[config.mk]
export PLATFORM = sky130hd
export DESIGN_NAME = rv_fetch_queue
export DESIGN_NICKNAME = d
export VERILOG_FILES = /design/src/rtl/rv_pkg.sv /design/src/rtl/rv_fetch_queue_chk.sv /design/src/rtl/rv_sync_fifo.sv /design/src/rtl/rv_fetch_queue.sv
export SDC_FILE = /design/constraint.sdc
export NUM_CORES = 1
export LEC_CHECK = 0
export ABC_AREA = 1
export CAP_MARGIN = 20
export CORE_MARGIN = 1.5
export CORE_UTILIZATION = 51
export DETAILED_ROUTE_END_ITERATION = 12
export GPL_ROUTABILITY_DRIVEN = 0
export PLACE_DENSITY = 0.77
export RECOVER_POWER = 50
export SLEW_MARGIN = 20
export SYNTH_ARGS = -nofsm -noshare
export SYNTH_HDL_FRONTEND = slang
export SYNTH_HIERARCHICAL = 1
export SYNTH_SLANG_ARGS = --single-unit
[constraint.sdc]
create_clock -name clk -period 5.2 [get_ports clk]
set_clock_uncertainty 0.05 [all_clocks]
set_input_delay 1.04 -clock clk [delete_from_list [all_inputs] [get_ports clk]]
set_output_delay 1.04 -clock clk [all_outputs]
set_load 0.05 [all_outputs]
[src/rtl/rv_pkg.sv]
// Shared rv32i front-end types and constants used by fetch and decode.
package rv_pkg;

  localparam int              XLEN     = 32;
  localparam logic [XLEN-1:0] RESET_PC = 32'd0;
  localparam logic [XLEN-1:0] NOP_IR   = 32'h0000_0000;

  // Major opcode and shift funct3 encodings shared with decode
  localparam logic [6:0] OPC_AR       = 7'b0110011;
  localparam logic [6:0] OPC_AR_IMM   = 7'b0010011;
  localparam logic [6:0] OPC_M_LOAD   = 7'b0000011;
  localparam logic [6:0] OPC_M_STORE  = 7'b0100011;
  localparam logic [6:0] OPC_BR       = 7'b1100011;
  localparam logic [2:0] F3_SH_LEFT   = 3'b001;
  localparam logic [2:0] F3_SH_RIGHT  = 3'b101;

  typedef struct packed {
    logic [XLEN-1:0] ir;
    logic [XLEN-1:0] pc;
  } fetch_entry_t;

  // Word-indexed PC increment; wraps silently at 2^32
  function automatic logic [XLEN-1:0] pc_next(input logic [XLEN-1:0] pc);
    return pc + 32'd1;
  endfunction

endpackage

[src/rtl/rv_fetch_queue_chk.sv]
// Occupancy invariants of the fetch queue's instruction and tag FIFOs.
module rv_fetch_queue_chk #(
  parameter int TCW = 2,
  parameter int OW  = 2
) (
  input logic           clk,
  input logic           rst,
  input logic           ififo_push,
  input logic           ififo_pop,
  input logic           ififo_full,
  input logic           tag_push,
  input logic           tag_pop,
  input logic           tag_full,
  input logic           tag_empty,
  input logic [TCW-1:0] tag_count,
  input logic [OW-1:0]  outst
);

  a_ififo_no_overflow: assert property (@(posedge clk) disable iff (rst)
    !(ififo_push && ififo_full && !ififo_pop));

  a_tag_no_overflow: assert property (@(posedge clk) disable iff (rst)
    !(tag_push && tag_full));

  a_tag_no_underflow: assert property (@(posedge clk) disable iff (rst)
    !(tag_pop && tag_empty));

  a_tag_within_outst: assert property (@(posedge clk) disable iff (rst)
    int'(tag_count) <= int'(outst));

endmodule

[src/rtl/rv_sync_fifo.sv]
// Synchronous FIFO with flush; push while full is accepted only alongside a pop.
module rv_sync_fifo #(
  parameter int WIDTH = 32,
  parameter int DEPTH = 4,
  localparam int AW = (DEPTH > 1) ? $clog2(DEPTH) : 1,
  localparam int CW = $clog2(DEPTH + 1)
) (
  input  logic             clk,
  input  logic             rst,
  input  logic             flush,
  input  logic             push,
  input  logic             pop,
  input  logic [WIDTH-1:0] wdata,
  output logic [WIDTH-1:0] rdata,
  output logic [CW-1:0]    count,
  output logic             full,
  output logic             empty
);

  logic [WIDTH-1:0] mem_r [DEPTH];
  logic [AW-1:0]    rd_ptr_r;
  logic [AW-1:0]    wr_ptr_r;
  logic [CW-1:0]    count_r;
  logic             do_push_s;
  logic             do_pop_s;

  function automatic logic [AW-1:0] ptr_inc(input logic [AW-1:0] p);
    return (p == AW'(DEPTH - 1)) ? {AW{1'b0}} : p + AW'(1);
  endfunction

  assign empty     = (count_r == {CW{1'b0}});
  assign full      = (count_r == CW'(DEPTH));
  assign count     = count_r;
  assign rdata     = mem_r[rd_ptr_r];
  assign do_pop_s  = pop && !empty;
  assign do_push_s = push && (!full || do_pop_s);

  // Storage write; contents need no reset since count gates visibility
  always_ff @(posedge clk) begin
    if (do_push_s && !flush && !rst) begin
      mem_r[wr_ptr_r] <= wdata;
    end
  end

  // Pointer and occupancy tracking
  always_ff @(posedge clk) begin
    if (rst || flush) begin
      rd_ptr_r <= {AW{1'b0}};
      wr_ptr_r <= {AW{1'b0}};
      count_r  <= {CW{1'b0}};
    end else begin
      if (do_push_s) wr_ptr_r <= ptr_inc(wr_ptr_r);
      if (do_pop_s)  rd_ptr_r <= ptr_inc(rd_ptr_r);
      count_r <= count_r + CW'(do_push_s) - CW'(do_pop_s);
    end
  end

endmodule

[src/rtl/rv_fetch_queue.sv]
// Fetch front end: credit-limited imem requests, prefetch FIFO, redirect flush/drop.
// Optional same-cycle response-to-decode bypass when RV_FETCH_BYPASS_EN is defined.
module rv_fetch_queue
  import rv_pkg::*;
#(
  parameter int              DEPTH     = 4,
  parameter int              MAX_OUTST = 2,
  parameter logic [XLEN-1:0] RESET_PC  = rv_pkg::RESET_PC
) (
  input  logic            clk,
  input  logic            RN,
  input  logic            redirect_valid,
  input  logic [XLEN-1:0] redirect_pc,
  output logic            imem_req_valid,
  input  logic            imem_req_ready,
  output logic [XLEN-1:0] imem_req_addr,
  input  logic            imem_rsp_valid,
  input  logic [XLEN-1:0] imem_rsp_data,
  output logic            out_valid,
  input  logic            out_ready,
  output logic [XLEN-1:0] out_ir,
  output logic [XLEN-1:0] out_pc,
  output logic [XLEN-1:0] out_npc
);

  localparam int OW  = $clog2(MAX_OUTST + 1);
  localparam int FCW = $clog2(DEPTH + 1);

  logic [XLEN-1:0] fetch_pc_r, fetch_pc_nxt_s;
  logic [OW-1:0]   outst_r, outst_nxt_s;
  logic [OW-1:0]   drop_cnt_r, drop_cnt_nxt_s;
  logic            req_valid_s, req_fire_s, rsp_keep_s, byp_s, out_valid_s;
  logic            ififo_push_s, ififo_pop_s, ififo_full_s, ififo_empty_s;
  logic [FCW-1:0]  ififo_count_s;
  fetch_entry_t    ififo_wdata_s, ififo_rdata_s, head_s;
  logic            tag_full_s, tag_empty_s;
  logic [OW-1:0]   tag_count_s;
  logic [XLEN-1:0] tag_pc_s;

  // In-flight requests reserve FIFO slots so a response can never overflow it
  assign req_valid_s = !RN && !redirect_valid
                       && ((int'(ififo_count_s) + int'(outst_r)) < DEPTH)
                       && (int'(outst_r) < MAX_OUTST);
  assign req_fire_s  = req_valid_s && imem_req_ready;
  assign rsp_keep_s  = imem_rsp_valid && (drop_cnt_r == {OW{1'b0}})
                       && !redirect_valid && !RN;

`ifdef RV_FETCH_BYPASS_EN
  assign byp_s = rsp_keep_s && ififo_empty_s;
`else
  assign byp_s = 1'b0;
`endif

  assign ififo_wdata_s = '{ir: imem_rsp_data, pc: tag_pc_s};
  assign head_s        = byp_s ? ififo_wdata_s : ififo_rdata_s;
  assign out_valid_s   = !RN && (!ififo_empty_s || byp_s);
  assign ififo_push_s  = rsp_keep_s && !(byp_s && out_ready);
  assign ififo_pop_s   = !ififo_empty_s && out_ready && !redirect_valid;

  assign imem_req_valid = req_valid_s;
  assign imem_req_addr  = fetch_pc_r;
  assign out_valid      = out_valid_s;
  assign out_ir         = out_valid_s ? head_s.ir : NOP_IR;
  assign out_pc         = out_valid_s ? head_s.pc : 32'd0;
  assign out_npc        = out_valid_s ? pc_next(head_s.pc) : 32'd0;

  // Next fetch PC, outstanding count and wrong-path drop count
  always_comb begin
    outst_nxt_s    = outst_r + OW'(req_fire_s) - OW'(imem_rsp_valid);
    drop_cnt_nxt_s = drop_cnt_r;
    fetch_pc_nxt_s = fetch_pc_r;
    if (redirect_valid) begin
      drop_cnt_nxt_s = outst_nxt_s;
      fetch_pc_nxt_s = redirect_pc;
    end else begin
      if (imem_rsp_valid && (drop_cnt_r != {OW{1'b0}})) begin
        drop_cnt_nxt_s = drop_cnt_r - OW'(1);
      end else begin
        drop_cnt_nxt_s = drop_cnt_r;
      end
      if (req_fire_s) begin
        fetch_pc_nxt_s = pc_next(fetch_pc_r);
      end else begin
        fetch_pc_nxt_s = fetch_pc_r;
      end
    end
  end

  // Fetch state registers
  always_ff @(posedge clk) begin
    if (RN) begin
      fetch_pc_r <= RESET_PC;
      outst_r    <= {OW{1'b0}};
      drop_cnt_r <= {OW{1'b0}};
    end else begin
      fetch_pc_r <= fetch_pc_nxt_s;
      outst_r    <= outst_nxt_s;
      drop_cnt_r <= drop_cnt_nxt_s;
    end
  end

  rv_sync_fifo #(.WIDTH($bits(fetch_entry_t)), .DEPTH(DEPTH)) u_ififo (
    .clk   (clk),
    .rst   (RN),
    .flush (redirect_valid),
    .push  (ififo_push_s),
    .pop   (ififo_pop_s),
    .wdata (ififo_wdata_s),
    .rdata (ififo_rdata_s),
    .count (ififo_count_s),
    .full  (ififo_full_s),
    .empty (ififo_empty_s)
  );

  // Issued PCs in order; popped only by responses that are kept
  rv_sync_fifo #(.WIDTH(XLEN), .DEPTH(MAX_OUTST)) u_tag_fifo (
    .clk   (clk),
    .rst   (RN),
    .flush (redirect_valid),
    .push  (req_fire_s),
    .pop   (rsp_keep_s),
    .wdata (fetch_pc_r),
    .rdata (tag_pc_s),
    .count (tag_count_s),
    .full  (tag_full_s),
    .empty (tag_empty_s)
  );

  rv_fetch_queue_chk #(.TCW(OW), .OW(OW)) u_chk (
    .clk        (clk),
    .rst        (RN),
    .ififo_push (ififo_push_s),
    .ififo_pop  (ififo_pop_s),
    .ififo_full (ififo_full_s),
    .tag_push   (req_fire_s),
    .tag_pop    (rsp_keep_s),
    .tag_full   (tag_full_s),
    .tag_empty  (tag_empty_s),
    .tag_count  (tag_count_s),
    .outst      (outst_r)
  );

endmodule

==> impl_results.md <==
* Antenna Nets Post-Route at 0
* Clock Latency Late Sink at slightly above 0.5 ns
* Die ar. at between 30,000 and 40,000 um2
* Final non-filler cell total at 2,263
* Worst path most repeated cell: nor2_2
* Lkg Pwr at around 0.0076 uW
* Hold crit path type: reg2reg
* Pin count of the biggest net entering global routing at 129
* WP buf/inv at 3
* DP HPWL at 26.7 mm
* Sw Share at 0.208
* Crit path max-delay family: buffers and inverters
* Switching pwr at 1310 uW
* Core Rows at 66
* CP peak stage delay at 1.11 ns
* Status: complete, but fails checks
* Clk root buf: clkbuf_16
* Die Wd at 184 um
* CP Data Required Time at between 4 and 5 ns
* Num CTS Buffers at 37
* Final Hold Viols at 0
* Clock buffer depth at 3
* WP data arrival at 3.87 ns
* Synth Net Count at ~1,700
* Pins Over Slew Limit at 66
* Min Tclk post-route at 4.96 ns
* Initial antenna violation count at 1
* Mapped Cells at 1,598
* Starting DRC count in detailed routing at roughly 1,300
* Overall Global Routing Usage at 0.237
* R2R Setup Slk at 1.63 ns
* Core ar. at 32,400 um2
* Post-layout nets at 1,873
* Crit path cell chain: dlygate4sd3_1 > clkbuf_1 > nor2_2 > nand2_2 > nor2_2 > clkdlybuf4s50_1
* Total iterations of the first detailed-routing run at 6
* Layout cell share with drive strength beyond 1 at 0.105
* Die height at 184 um
* CP Capture Type: output port
* Maxcap violations at 2
* WS Path Type: in2out
* Flop pwr share at 0.521
* Failing checks: capacitance limit, slew limit
* RR Endpoint: u_ififo/mem_r[3][22]
* CTS tree: built
* Total setup buffers inserted after CTS at 0
* H-tree depth at 2
* Routed vias at 12,400
* Hold slack final at ~0.43 ns
* Power per Cell Area at 313 nW/um2
* Worst hold path depth at 1
* F_max at approximately 200 MHz
* Global-route wire length before repair at roughly 62 mm
* FF-to-FF path depth at 11
* Avg Vias per Cell at 5.47
* RSZ-0062 raised after global routing: false
* Hold buffer count at CTS at 0
* Post-cts sizing count at 0
* Int Power at 4990 uW
* Clk network pwr share at 0.428
* Reg2Reg Launch Point: u_ififo/count[1]
* Critical Path Start Type: primary input
* CP max-delay cell: clkbuf_1
* VDD IR max at 234 uV
* Routed len/inst at 18.0 um
* Logic gate share of total power at 0.051
* Synth Cell Area at between 15,000 and 20,000 um2
* Clk slew on worst S/H paths at 0.06 ns
* Synth-to-layout area growth at 20.6%
* DP Cell Count at 2,192
* Synth warn at 6
* Actual slew at the worst max-slew pin at 1.76 ns
* Max transition margin at -0.175
* Util after Layout at 0.622
* DR DRC count at 0
* Vias in the first global route at approximately 11,000
* Mean Syn Cell Area at 10.4 um2
* Max FO, Critical Path at 29
* Initial Util at 0.516
* Final period util at 0.953
* Clock sinks at 370
* Top Ports at 200
* Total power at 6290 uW
* Port Buffers at 199
* Post-route setup TNS at 0 ns
* WL final at 40.7 mm
* Final Setup Violations at 0
* WHS Endpoint: drop_cnt_r[0]
* GRT overflow at 0
* Worst hold start: drop_cnt_r[0]
## flip-flops by register name, summed over array words and instances, names as in the netlist, 3 cells and up, named ones only
| signal | cells |
|---|---|
| u_ififo/mem_r | 256 |
| imem_req_addr | 32 |
| u_ififo/count | 3 |
| u_tag_fifo/mem_r | 64 |
## layer usage
layer | global-route usage | up-vias | share of wire | wire [um]
li1 | - | 5837 | - | -
met2 | 0.386 | 616 | 0.46 | 18600
met3 | 0.0368 | 69 | 0.088 | 3590
met5 | 0 | - | 0 | 0
met4 | 0.0652 | 0 | 0.021 | 864
met1 | 0.333 | 5849 | 0.43 | 17600
## power groups by stage
| stage | clock (uW) | combinational, uW | sequential (uW) |
|---|---|---|---|
| after CTS | 2730 | 332 | 3280 |
| after global placement | 0 | 323 | 3340 |
| after floorplan | 0 | 138 | 3380 |
| after global routing | 2840 | 345 | 3290 |
| final | 2690 | 320 | 3280 |
| after detailed placement | 0 | 330 | 3340 |
## layout by cell type (no fill, tap or decap), types with 5 or more instances in the layout
cell               n
nor2_1           330
nor2_4             5
nor3_1            25
nand4_1            9
clkinv_2           5
mux2_1            32
xor2_1            23
diode_2            5
ha_1              13
nand2_1          234
nor2_2            10
a21oi_1           36
buf_4             86
o22ai_1           66
buf_12            25
dlygate4sd3_1     66
o21ai_0           96
inv_1            156
o21ai_1           57
a31oi_1            6
clkdlybuf4s50_1   37
clkbuf_1          14
edfxtp_1         320
dfxtp_1           47
clkbuf_16         40
nand3_1           38
xnor2_1            6
## metrics by stage
step / setup WS, ns / cell area [um2]
2_1_floorplan: -0.247 / 16700
3_3_place_gp: 0.856 / 19000
3_5_place_dp: 0.834 / 19000
4_1_cts: 0.436 / 20300
5_1_grt: 0.109 / 20100
6_report: 0.244 / 20100
## area by class of cell
| type | count | area [um2] |
|---|---|---|
| fill | 2547 | 12200 |
| timing repair buffer | 219 | 2200 |
| sequential | 370 | 10600 |
| clock inverter | 14 | 175 |
| multi-input combinational | 1002 | 4920 |
| clock buffer | 52 | 1070 |
| inverter | 159 | 601 |
| tap | 442 | 553 |
| antenna | 5 | 12.5 |
## worst reg2reg max path, delay by kind of cell (launching register included)
kind	cells	cell delay [ns]
and+or+nand+nor	7	2.06
DFF	1	0.40
buffers and inverters	4	0.66
## worst max-delay path by stage
stage / cells after the start / endpoint / startpoint / slack (ns)
CTS: 13 / out_npc[25] / flip-flop / 0.44
detailed placement: 6 / out_pc[9] / RN / 0.83
finish: 6 / imem_req_valid / RN / 0.24
floorplan: 9 / u_ififo/mem_r[0][0] / redirect_valid / -0.25
global placement: 6 / out_pc[9] / RN / 0.86
global route: 11 / u_tag_fifo/mem_r[0][27] / RN / 0.11
Note: power is estimated with default switching activity, not from simulation.
